[config.mk]
export PLATFORM = sky130hd
export DESIGN_NAME = addsub16_pipe
export DESIGN_NICKNAME = d
export VERILOG_FILES = /design/src/rtl/alu_pkg.sv /design/src/rtl/cla4_slice.sv /design/src/rtl/addsub16_pipe.sv
export SDC_FILE = /design/constraint.sdc
export NUM_CORES = 1
export LEC_CHECK = 0
export BUFFER_PORTS_ARGS = -buffer_cell sky130_fd_sc_hd__buf_4
export CORE_ASPECT_RATIO = 1.75
export CORE_MARGIN = 2
export CORE_UTILIZATION = 30
export DETAILED_ROUTE_END_ITERATION = 10
export HOLD_SLACK_MARGIN = 0.12
export PLACE_DENSITY = 0.51
export SETUP_SLACK_MARGIN = 0.05
export SLEW_MARGIN = 10
export SYNTH_ARGS = -nofsm -noshare
export SYNTH_HDL_FRONTEND = slang
export SYNTH_SLANG_ARGS = --single-unit
[constraint.sdc]
create_clock -name clk -period 4.7 [get_ports clk]
set_clock_uncertainty 0.15 [all_clocks]
set_input_delay 0.94 -clock clk [delete_from_list [all_inputs] [get_ports clk]]
set_output_delay 0.94 -clock clk [all_outputs]
set_load 0.02 [all_outputs]
[src/rtl/alu_pkg.sv]
// Shared encodings and constants for the add/sub execute unit.
// Op codes, saturation limits and flag bit positions.
package alu_pkg;

   typedef enum logic [1:0] {
      OP_ADD    = 2'b00,
      OP_SUB    = 2'b01,
      OP_PADDSB = 2'b10,
      OP_RSVD   = 2'b11
   } op_e;

   localparam logic [15:0] SAT_POS16 = 16'h7FFF;
   localparam logic [15:0] SAT_NEG16 = 16'h8000;
   localparam logic [3:0]  SAT_POS4  = 4'h7;
   localparam logic [3:0]  SAT_NEG4  = 4'h8;

   localparam int FLG_N = 2;
   localparam int FLG_Z = 1;
   localparam int FLG_V = 0;

endpackage

[src/rtl/cla4_slice.sv]
// 4-bit carry-lookahead adder slice: sum, group generate/propagate, signed overflow.
// Purely combinational; b_i is the already-conditioned (possibly inverted) operand.
module cla4_slice (
   input  logic [3:0] a_i,
   input  logic [3:0] b_i,
   input  logic       cin_i,
   output logic [3:0] sum_o,
   output logic       tg_o,
   output logic       tp_o,
   output logic       ovfl_o
);

   logic [3:0] g;
   logic [3:0] p;
   logic [3:0] c;

   always_comb begin
      g = a_i & b_i;
      p = a_i ^ b_i;
      c[0] = cin_i;
      c[1] = g[0] | (p[0] & cin_i);
      c[2] = g[1] | (p[1] & g[0]) | (p[1] & p[0] & cin_i);
      c[3] = g[2] | (p[2] & g[1]) | (p[2] & p[1] & g[0]) | (p[2] & p[1] & p[0] & cin_i);
      sum_o = p ^ c;
      tg_o = g[3] | (p[3] & g[2]) | (p[3] & p[2] & g[1]) | (p[3] & p[2] & p[1] & g[0]);
      tp_o = &p;
      ovfl_o = (a_i[3] == b_i[3]) & (sum_o[3] != a_i[3]);
   end

endmodule

[src/rtl/addsub16_pipe.sv]
// Two-stage signed ADD/SUB (saturating when SAT=1) with N/Z/V flags over valid/ready.
// Define ADDSUB_PADDSB_EN to add per-nibble saturating PADDSB on op 10; otherwise op 10 is ADD.
module addsub16_pipe
   import alu_pkg::*;
#(
   parameter int WIDTH = 16,
   parameter bit SAT   = 1'b1
) (
   input  logic             clk,
   input  logic             rst,
   input  logic             in_valid,
   output logic             in_ready,
   input  logic [1:0]       op,
   input  logic [WIDTH-1:0] a,
   input  logic [WIDTH-1:0] b,
   input  logic             flush,
   output logic             out_valid,
   input  logic             out_ready,
   output logic [WIDTH-1:0] res,
   output logic [2:0]       flag_nzv,
   output logic             flag_we
);

   localparam int NIB = WIDTH / 4;
   localparam logic [WIDTH-1:0] SAT_POS =
      (WIDTH == 16) ? WIDTH'(SAT_POS16) : {1'b0, {(WIDTH-1){1'b1}}};
   localparam logic [WIDTH-1:0] SAT_NEG =
      (WIDTH == 16) ? WIDTH'(SAT_NEG16) : {1'b1, {(WIDTH-1){1'b0}}};

   // ---------------- handshake ----------------
   logic s1_vld_q, s1_vld_d;
   logic out_vld_q;
   logic s1_adv;
   logic accept;
   logic sub;

   always_comb begin
      s1_adv   = s1_vld_q & (!out_vld_q | out_ready);
      in_ready = !s1_vld_q | s1_adv;
      accept   = in_valid & in_ready & !flush;
      sub      = (op == OP_SUB);
      s1_vld_d = s1_vld_q;
      if (flush)
         s1_vld_d = 1'b0;
      else if (in_ready)
         s1_vld_d = in_valid;
   end

   // ---------------- stage 1 registers ----------------
   logic [WIDTH-1:0] s1_a_q, s1_b_q;
   logic             s1_cin_q;
`ifdef ADDSUB_PADDSB_EN
   op_e              s1_op_q;
`endif

   always_ff @(posedge clk or posedge rst) begin
      if (rst) begin
         s1_vld_q <= 1'b0;
         s1_a_q   <= '0;
         s1_b_q   <= '0;
         s1_cin_q <= 1'b0;
`ifdef ADDSUB_PADDSB_EN
         s1_op_q  <= OP_ADD;
`endif
      end else begin
         s1_vld_q <= s1_vld_d;
         if (accept) begin
            s1_a_q   <= a;
            s1_b_q   <= b ^ {WIDTH{sub}};
            s1_cin_q <= sub;
`ifdef ADDSUB_PADDSB_EN
            s1_op_q  <= op_e'(op);
`endif
         end
      end
   end

   // ---------------- stage 2 datapath ----------------
   logic [NIB:0]     c;
   logic [NIB-1:0]   tg, tp, ovfl;
   logic [WIDTH-1:0] sum;

   genvar gi;
   generate
      for (gi = 0; gi < NIB; gi++) begin : g_slice
         cla4_slice u_slice (
            .a_i   (s1_a_q[4*gi +: 4]),
            .b_i   (s1_b_q[4*gi +: 4]),
            .cin_i (c[gi]),
            .sum_o (sum[4*gi +: 4]),
            .tg_o  (tg[gi]),
            .tp_o  (tp[gi]),
            .ovfl_o(ovfl[gi])
         );
      end
   endgenerate

`ifdef ADDSUB_PADDSB_EN
   logic is_paddsb;
   assign is_paddsb = (s1_op_q == OP_PADDSB);
`endif

   // Group carry tree; PADDSB isolates the nibbles.
   always_comb begin
      c[0] = s1_cin_q;
      for (int i = 0; i < NIB; i++) begin
`ifdef ADDSUB_PADDSB_EN
         c[i+1] = is_paddsb ? 1'b0 : (tg[i] | (tp[i] & c[i]));
`else
         c[i+1] = tg[i] | (tp[i] & c[i]);
`endif
      end
   end

   logic             unused_bits;
`ifdef ADDSUB_PADDSB_EN
   assign unused_bits = c[NIB];
`else
   assign unused_bits = ^{c[NIB], ovfl[NIB-2:0]};
`endif

   logic [WIDTH-1:0] res_d;
   logic [2:0]       nzv_d;
   logic             we_d;
   logic             v;

   always_comb begin
      res_d = sum;
      v     = ovfl[NIB-1];
      we_d  = 1'b1;
      if (SAT && v)
         res_d = s1_a_q[WIDTH-1] ? SAT_NEG : SAT_POS;
`ifdef ADDSUB_PADDSB_EN
      if (is_paddsb) begin
         res_d = sum;
         v     = 1'b0;
         we_d  = 1'b0;
         for (int n = 0; n < NIB; n++) begin
            if (ovfl[n])
               res_d[4*n +: 4] = s1_a_q[4*n+3] ? SAT_NEG4 : SAT_POS4;
         end
      end
`endif
      // Flags always reflect the value actually written back.
      nzv_d        = '0;
      nzv_d[FLG_N] = res_d[WIDTH-1];
      nzv_d[FLG_Z] = (res_d == '0);
      nzv_d[FLG_V] = v;
   end

   // ---------------- stage 2 registers ----------------
   logic [WIDTH-1:0] res_q;
   logic [2:0]       nzv_q;
   logic             we_q;

   always_ff @(posedge clk or posedge rst) begin
      if (rst) begin
         out_vld_q <= 1'b0;
         res_q     <= '0;
         nzv_q     <= '0;
         we_q      <= 1'b0;
      end else if (flush) begin
         out_vld_q <= 1'b0;
      end else if (s1_adv) begin
         out_vld_q <= 1'b1;
         res_q     <= res_d;
         nzv_q     <= nzv_d;
         we_q      <= we_d;
      end else if (out_ready) begin
         out_vld_q <= 1'b0;
      end
   end

   assign out_valid = out_vld_q;
   assign res       = res_q;
   assign flag_nzv  = nzv_q;
   assign flag_we   = we_q;

endmodule

Word-level counts from Yosys, hierarchy flattened
Index checks and enable logic that the tools add are counted.
Operators by class
  bitwise logic cells: 110
  equal/unequal tests: 3
  mux-type cells: 7
  reduce and logical (&&, ||, !) cells: 10
Operator list (number)
  $and 1x1->1: 58
  $or 1x1->1: 38
  $mux 16: 2
  $xor 4x4->4: 8
  $logic_not 16->1: 1
  $xor 16x16->16: 1
  $and 4x4->4: 3
  $reduce_and 4->1: 3
  $mux 1: 5
  $and 3x3->3: 1
  $logic_not 1->1: 3
  $reduce_bool 3->1: 1
  $eq 2x1->1 const B: 1
  $reduce_and 2->1: 1
  $reduce_bool 2->1: 1
  $eq 1x1->1: 1
  $ne 1x1->1: 1
  $not 1->1: 1
Storage, ports and cells
  register bits after elaboration: 55
  output and inout port bits: 22
  bits of input ports: 39

Logic depth before layout (Yosys ltp)
Gate-level depths: netlist (run 1).
  depth after elaboration: 17
  mapped depth: 14
  mapped depth without buffers: 14

Modules after synthesis
Synthesis (run 1) repeated with hierarchy kept, for this count alone.
Unflattened totals
  cells, all modules: 288
  area total of the unflattened synthesis: 3399.5 sq um
Modules (own cells, without submodules)
  addsub16_pipe: cells each 192, instances 1, area an instance 2553.7 sq um, sequential area each 1351.3 sq um
  cla4_slice: cells each 24, instances 4, area an instance 211.5 sq um, sequential area each 0.0 sq um

Worst setup path before layout (run 1)
No wires, ideal clock.
  path kind: register to register
  from: register s1_b_q[5]
  to: register nzv_q[1] (netlist: flag_nzv[1])
  setup time: 0.067 ns
  period minus slack after synthesis: 3.506 ns
  path buffers: 0
  slack: 1.194 ns
  stages on the path, launching flop included: 14
  required time: 4.483 ns
  arrival: 3.290 ns
  cells stage by stage: dfrtp_1 > ha_1 > a21o_1 > a221oi_2 > o21ai_2 > a211oi_2 > o21bai_1 > fa_1 > xor2_1 > a2111oi_0 > nand2_1 > or4_4 > nor3_2 > a32o_2
Between the ends
  longest elaborated chain between the ends: 14
  elaborated cells between the ends (all ways): 44
Ends and longest elaborated chain
  start, declared: RTL line addsub16_pipe.sv:50  | logic [WIDTH-1:0] s1_a_q, s1_b_q;
  start signal, assigned: RTL line addsub16_pipe.sv:69  | s1_b_q <= b ^ {WIDTH{sub}};
  $and 4x4->4 or $xor 4x4->4 (tied branches): RTL line cla4_slice.sv:18, cla4_slice.sv:19
  $and 1x1->1: RTL line cla4_slice.sv:25  | tg_o = g[3] | (p[3] & g[2]) | (p[3] & p[2] & g[1]) | (p[3] & p[2] & p[1] & g[0]);
  $or 1x1->1 or $and 1x1->1 (tied branches): RTL line cla4_slice.sv:25
  $or 1x1->1: RTL line cla4_slice.sv:25
  $or 1x1->1: RTL line addsub16_pipe.sv:110  | c[i+1] = tg[i] | (tp[i] & c[i]);
  $and 1x1->1: RTL line addsub16_pipe.sv:110
  $or 1x1->1: RTL line addsub16_pipe.sv:110
  $and 1x1->1: RTL line cla4_slice.sv:23  | c[3] = g[2] | (p[2] & g[1]) | (p[2] & p[1] & g[0]) | (p[2] & p[1] & p[0] & cin_i);
  $or 1x1->1: RTL line cla4_slice.sv:23
  $xor 4x4->4: RTL line cla4_slice.sv:24  | sum_o = p ^ c;
  $ne 1x1->1: RTL line cla4_slice.sv:27  | ovfl_o = (a_i[3] == b_i[3]) & (sum_o[3] != a_i[3]);
  $and 1x1->1: RTL line cla4_slice.sv:27
  $mux 16 (*): RTL line addsub16_pipe.sv:131  | if (SAT && v)
  $logic_not 16->1 (*): RTL line addsub16_pipe.sv:147  | nzv_d[FLG_Z] = (res_d == '0);
  end signal, assigned: RTL line addsub16_pipe.sv:167  | nzv_q <= nzv_d;
  end, declared: RTL line addsub16_pipe.sv:153  | logic [2:0] nzv_q;
Mark *: on every way between the ends. The rest lies on a longest branch, timed or not.
A chain may end at the register's enable or synchronous reset.

Final worst setup path (run 1)
  from: register s1_b_q[4]
  to: register nzv_q[1] (netlist: flag_nzv[1])
Between the ends
  longest elaborated chain between the ends: 13
  elaborated cells between the ends (all ways): 40
Ends and longest elaborated chain (RTL line)
  $xor 4x4->4 or $and 4x4->4 (tied branches): cla4_slice.sv:19, cla4_slice.sv:18
  $reduce_and 4->1 or $and 1x1->1 (tied branches): cla4_slice.sv:26, cla4_slice.sv:25
  $and 1x1->1 or $or 1x1->1 (tied branches): addsub16_pipe.sv:110, cla4_slice.sv:25
  $or 1x1->1: addsub16_pipe.sv:110
  $and 1x1->1: addsub16_pipe.sv:110
  $or 1x1->1: addsub16_pipe.sv:110
  $and 1x1->1: cla4_slice.sv:23
  $or 1x1->1: cla4_slice.sv:23
  $xor 4x4->4: cla4_slice.sv:24
  $ne 1x1->1: cla4_slice.sv:27
  $and 1x1->1: cla4_slice.sv:27
  $mux 16 (*): addsub16_pipe.sv:131
  $logic_not 16->1 (*): addsub16_pipe.sv:147
Marked as above.

==> results of run 1 <==
-- stage by stage --
step / cell area, sq um / hold slack (ps) / util
floorplan: 3090 / 306 / -
global placement: 3670 / 319 / 0.360
detailed placement: 3670 / 325 / 0.360
CTS: 3800 / 344 / 0.373
global route: 3800 / 369 / 0.373
finish: 3800 / 333 / 0.373
-- cell type report --
class / count / area (sq um)
fill: 1080 / 6380
timing repair buffer: 63 / 473
clock buffer: 7 / 133
inverter: 11 / 41.3
sequential: 54 / 1350
tap: 127 / 159
multi-input combinational: 227 / 1640
-- how the worst max path moves through the flow --
stage / from / cells past startpoint / to
after global placement: s1_b_q[5] / 13 / flag_nzv[1]
final: s1_b_q[4] / 13 / flag_nzv[1]
after global routing: s1_b_q[5] / 13 / flag_nzv[1]
after CTS: s1_b_q[5] / 13 / flag_nzv[1]
after floorplan: s1_b_q[5] / 13 / flag_nzv[1]
after detailed placement: s1_b_q[4] / 13 / flag_nzv[1]
-- critical path, cell delays in order, from the launching register on --
cell and delay (ps):
dfrtp_1 420, ha_1 360, and3_1 230, a221oi_2 280, o21ai_2 140, a211oi_2 240
o21bai_1 120, fa_1 440, xor2_1 180, a2111oi_0 390, nand2_1 90, or4_4 420
nor3_2 110, a32o_2 170
-- per-layer routing --
| metal | vias to the layer above | share of wire |
|---|---|---|
| met1 | 1073 | 0.37 |
| li1 | 1191 | - |
| met5 | - | 0 |
| met2 | 43 | 0.56 |
| met4 | 0 | 0.035 |
| met3 | 14 | 0.027 |
-- report_power, final --
part / internal, W / total, W / switching [W]
combinational: 0.000314 / 0.000719 / 0.000406
sequential: 0.000568 / 0.000635 / 0.0000674
clock: 0.000195 / 0.000352 / 0.000156
-- cells in the mapped netlist, drive strengths merged (5+ instances only) --
| master | count | share of area |
|---|---|---|
| mux2 | 17 | 0.062 |
| inv | 11 | 0.013 |
| clkbuf | 8 | 0.0097 |
| ha | 15 | 0.061 |
| buf | 6 | 0.0093 |
| a31oi | 5 | 0.010 |
| dfrtp | 54 | 0.44 |
| xnor2 | 17 | 0.048 |
| a21oi | 12 | 0.021 |
| o21ai | 26 | 0.045 |
| a21o | 7 | 0.017 |
| a211oi | 14 | 0.037 |
| xor2 | 7 | 0.020 |
| nand2 | 22 | 0.027 |
| nor2 | 35 | 0.043 |
-- registers in the layout (all words and copies together), names as in the netlist --
signal     flops
out_valid      1
s1_vld_q       1
res           16
s1_a_q        16
flag_we        1
flag_nzv       2
s1_cin_q       1
s1_b_q        16
-- cell families (layout without fill, tap and decap cells) --
group,count (synthesis),count (layout),share of synthesized area
AOI/OAI and AO/OA,79,79,0.175
xor gates and xnor gates,24,24,0.0681
adders and majority gates,19,19,0.0868
buffers and inverters,25,81,0.0324
DFF,54,54,0.438
muxes,17,17,0.0620
and+or+nand+nor,88,88,0.138
-- layout by cell type (no fill, tap or decap), types with 2 or more instances in the layout --
master     instances
buf_4             63
dfrtp_1           54
nor2_1            35
nand2_1           22
o21ai_0           22
mux2_2            17
xnor2_1           17
ha_1              15
a211oi_1          12
a21oi_1           11
inv_1              9
a21o_1             7
xor2_1             7
a31oi_1            5
clkbuf_16          5
nand3_1            4
nand4_1            4
and3_1             4
fa_1               4
nor3_1             3
or2_2              3
o21ai_2            2
o21ai_1            2
nand2b_1           2
inv_2              2
a211oi_2           2
a2111oi_0          2
o21bai_1           2
or3b_1             2
clkbuf_1           2
==> summary.txt, run 1 <==
I/O pins: 61
Crit path capture type: flip-flop
DIE WIDTH: 80.7 microns
Worst slack, placed: 910 ps
Final min period: 3810 ps
Clock Sinks: 54
Tot GR Track Use: 0.139
Met2 global-route usage: 0.257
Post-CTS Setup Inserts: 0
H-tree depth: 2
Nets: 420
DIE AREA: 11,100 sq um
N_diodes: 0
Hold depth: 1
First-pass GRT wire length: 12.0 mm
Vias in the first global route: 2,425
GPL Wtd Cong: 0.847
DRT Pass-1 Iters: 4
Number of synthesized flops with an enable pin: 0
Initial cell density of the core: 0.303
Die Ht: 138 microns
Port bufs: 60
Worst Slack Setup Final: 889 ps
Startpoint class of the critical path: flip-flop
Worst EP arrival: 3890 ps
Starting DRT DRC Count: 79
Post-synthesis sequential area ratio: 0.438
Reg2reg setup slack: 890 ps
Total CTS buffers: 5
DR vias/cell: 4.75
Placed cells: 482
Min-delay src: flag_we
TritonCTS clock tree: done
Met3 Use GR: 0.0189
Maxcap violations: 0
Power Density: 449 nW/um^2
# DRC: 0
Total global routing overflow: 0
Antenna violations before repair: 0
Fin Setup TNS: 0 ps
Slew HR: 0.300
Cell Rows: 49
Final HPWL DP: 5.60 mm
Wire per inst: 14.3 microns
Total power: 0.00171 W
CP max FO: 4
Mean Syn Cell Area: 10.1 sq um
Final hold vios: 0
Worst R2R Start: s1_b_q[4]
DRT Wirelength: 6.99 mm
Run status: finished clean
Clk_lat worst skew: 290 ps
Top Usage Layer GRT: met2
Worst R2R Path Depth: 13
Syn Nets: 364
DR vias: 2,321
ANT nets after route: 0
Post-cts sizing count: 0
Final count of negative-setup-slack endpoints: 0
Crit Path Class: flip-flop to flip-flop
Gate Count Post-Synth: 306
Core footprint: 10,200 sq um
Root buf cell: clkbuf_16
Fin cells: 489
GR Util met1: 0.148
Yosys warning total: 0
Ys flop type: dfrtp_1
Library cells used by synthesis: 52
Worst Hold Path EP: flag_we
Hold Buf Count CTS: 0
Flops & latches, synth: 54
Worst Tran Pin Value: 1050 ps
Req. time, crit path: 4780 ps
Clock Path Buffers: 2
Final Cycle Share: 0.811
Share of cells above drive strength 1: 0.285
Worst-path clk slew: 70 ps
Worst vdd ir: 0.192 mV
Leak: 1.73 nW
RSZ-0062 raised after global routing: no
Max Freq: 262 MHz
Largest net degree at the start of global routing: 55
Slew Limit Fails: 0
Async SR Flop Fraction: 1.00
Synthesized area: 3090 sq um
P&R area growth vs syn: 23.1%
Critical R2R Capture: flag_nzv[1]
Hold Crit Class: flip-flop to flip-flop
(Power assumes the default switching activity.)
==> run 2, diff against run 1 <==
Settings changed: PLACE_DENSITY 0.51 to 0.52.
Clock period 4.7 ns to 3.43 ns, I/O delays scaled along.
==> run 2 against run 1 <==
  * Clock power rose by 45%
  * Critical path type unchanged
  * The run now ends with negative setup slack left
  * Combinational power rose by 53%
  * Worst setup slack got worse by 970 ps
  * Core utilization is 2.1 points higher
  * Clock-buffer cell count unchanged
  * Sequential share of layout area down 1.9 points
  * Register-to-register slack got worse by 970 ps
  * Critical path depth up 1
  * Global-route usage increased by 0.46 points
  * First-iteration DRC count shrank 1.3%
  * Non-clock buffer count up 17
==> summary.txt, run 2 (same netlist as run 1, synthesis figures left out) <==
Run status: finished, violations left
Failing checks: negative setup slack
Reg2reg setup slack: -80 ps (-970 ps)
Slew Limit Fails: 0 (unchanged)
Hold_ws: 284 ps (-49.1 ps)
Post-DP Area: 3830 sq um (+4.4%)
Clock Sinks: 54 (unchanged)
Power Density: 619 nW/um^2 (+38%)
Initial cell density of the core: 0.303 (unchanged)
Slew HR: 0.364 (+0.0639)
Maxcap violations: 0 (unchanged)
TritonCTS clock tree: done
DRT Pass-1 Iters: 4 (unchanged)
# DRC: 0 (unchanged)
DIE WIDTH: 80.7 microns (unchanged)
Crit-path max cell delay: 440 ps (about the same)
Commonest non-fill, non-tap cell in the layout: buf_4
Met2 global-route usage: 0.271 (+0.0140)
RSZ-0062 raised after global routing: yes
Critical path buffers and inverters: 0 (unchanged)
# fillers: 1,077 (-0.28%)
Crit path capture type: flip-flop
Share of cells above drive strength 1: 0.345 (+0.0602)
GPL Wtd Cong: 0.827 (-2.3%)
Antenna violations before repair: 0 (unchanged)
Critical Path Source: s1_b_q[5]
Final Cycle Share: 1.02 (+0.213)
Total global routing overflow: 0 (unchanged)
I/O pins: 61 (unchanged)
Placed cells: 499 (+3.5%)
NetSw: 0.000910 W (+45%)
DRT Wirelength: 7.22 mm (+3.3%)
Total CTS buffers: 5 (unchanged)
N_diodes: 0 (unchanged)
Most frequent cells in the layout: 80 x buf_4, 54 x dfrtp_1, 35 x nor2_1
Worst-path clk slew: 70 ps (about the same)
Sw Share: 0.366 (-0.00300)
Final count of negative-setup-slack endpoints: 1 (+1)
Top Usage Layer GRT: met2
Worst EP arrival: 3600 ps (-290 ps)
Fin cells: 507 (+3.7%)
Final hold vios: 0 (unchanged)
Critical R2R Capture: flag_nzv[1]
First-pass GRT wire length: 12.5 mm (+4.2%)
Hold Crit Class: input port to asynchronous set/reset pin
Worst Tran Pin Value: 952 ps (-93.1 ps)
Crit Path Class: flip-flop to flip-flop
Post-CTS Setup Inserts: 0 (unchanged)
ANT nets after route: 0 (unchanged)
Worst R2R Start: s1_b_q[5]
Fin Setup TNS: -80.3 ps (-80.3 ps)
DR vias: 2,456 (+5.8%)
Worst slack, placed: -83.6 ps (-994 ps)
CP max-delay cell: fa_2
Internal Power: 0.00158 W (+46%)
Die Ht: 138 microns (unchanged)
Clk_lat worst skew: 290 ps (about the same)
Leak: 1.82 nW (+5.3%)
Root buf cell: clkbuf_16
Seq pwr share: 0.352 (-0.020)
Largest net degree at the start of global routing: 50 (-9.1%)
H-tree depth: 2 (unchanged)
DR vias/cell: 4.84 (+2.1%)
CP max FO: 5 (+1)
Tot GR Track Use: 0.143 (+0.00461)
GR Util met1: 0.159 (+0.0108)
P&R area growth vs syn: 30.2%
Final HPWL DP: 5.85 mm (+4.4%)
Port bufs: 60 (unchanged)
Vias in the first global route: 2,593 (+6.9%)
Nets: 437 (+4.0%)
Req. time, crit path: 3520 ps (-1260 ps)
DIE AREA: 11,100 sq um (unchanged)
Cell Rows: 49 (unchanged)
Final instance area: 4020 sq um (+5.7%)
Final min period: 3510 ps (-301 ps)
Top cell family by delay on the critical path: compound AO/OA/AOI/OAI gates
Met3 Use GR: 0.0170 (-0.00196)
Clock Path Buffers: 2 (unchanged)
Clock share of power: 0.206 (about the same)
Core footprint: 10,200 sq um (unchanged)
Startpoint class of the critical path: flip-flop
Wire per inst: 14.2 microns (-0.39%)
Worst R2R Path Depth: 14 (+1)
Hold Buf Count CTS: 0 (unchanged)
Max Freq: 285 MHz (+8.6%)
Power share of the combinational group: 0.442 (+0.020)
Starting DRT DRC Count: 78 (-1.3%)
Crit path cell chain: ha_4 > a21o_1 > a221oi_2 > o21ai_2 > a211oi_2 > o21bai_1 > fa_2 > nor3_2 > nand2_1 > nor4_2 > nand2_1 > or4_4 > nor3_2 > a32o_2
Worst Slack Setup Final: -80.3 ps (-969 ps)
Worst vdd ir: 0.282 mV (+47%)
-- run 2: cell types whose count changed in the layout (fill, tap and decap cells not counted), sizes merged --
cell,change
buf,+17
clkinv,+1
-- run 2: worst reg2reg max path: stages (launching register included) --
cell and delay (ps):
dfrtp_1 410, ha_4 270, a21o_1 190, a221oi_2 290, o21ai_2 110, a211oi_2 280, o21bai_1 120, fa_2 440
nor3_2 180, nand2_1 90, nor4_2 140, nand2_1 80, or4_4 420, nor3_2 120, a32o_2 180
-- run 2: layout make-up --
class                           instances  area [sq um]  area share
Multi-Input combinational cell        227          1720       0.427
Sequential cell                        54          1350       0.336
Timing Repair Buffer                   80           601       0.150
Tap cell                              127           159      0.0396
Clock buffer                            7           143      0.0355
Inverter                               11          41.3      0.0103
Clock inverter                          1          5.00     0.00125
-- run 2: stage by stage --
step | total power [W] | util
after global placement | 0.00195 | 0.376
after CTS | 0.00250 | 0.392
after floorplan | 0.00155 | -
final | 0.00249 | 0.395
after detailed placement | 0.00197 | 0.376
after global routing | 0.00266 | 0.395
-- run 2: worst max path at each step --
stage | to | slack (ps) | cells past startpoint
after detailed placement | flag_nzv[1] | -80 | 13
after global placement | flag_nzv[1] | 20 | 13
after floorplan | flag_nzv[1] | 100 | 13
final | flag_nzv[1] | -80 | 14
after global routing | flag_nzv[1] | -220 | 14
after CTS | flag_nzv[1] | -20 | 12
-- run 2: per-layer routing --
metal	routed length [microns]	vias up
met4	124	0
met5	0	-
met1	2730	1180
met2	4180	35
li1	-	1234
met3	180	7
-- run 2: timing repair --
action	in CTS	in global routing
setup endpoints to repair	1	1
pin swaps	4	1
endpoints found under the hold margin	0	0
resized for setup	3	3
-- run 2: power groups by stage --
| stage | registers (W) | logic, W | clock network (W) |
|---|---|---|---|
| after floorplan | 0.000968 | 0.000585 | 0 |
| after global placement | 0.000886 | 0.00107 | 0 |
| after detailed placement | 0.000890 | 0.00108 | 0 |
| after CTS | 0.000879 | 0.00109 | 0.000529 |
| after global routing | 0.000899 | 0.00121 | 0.000557 |
| final | 0.000877 | 0.00110 | 0.000512 |
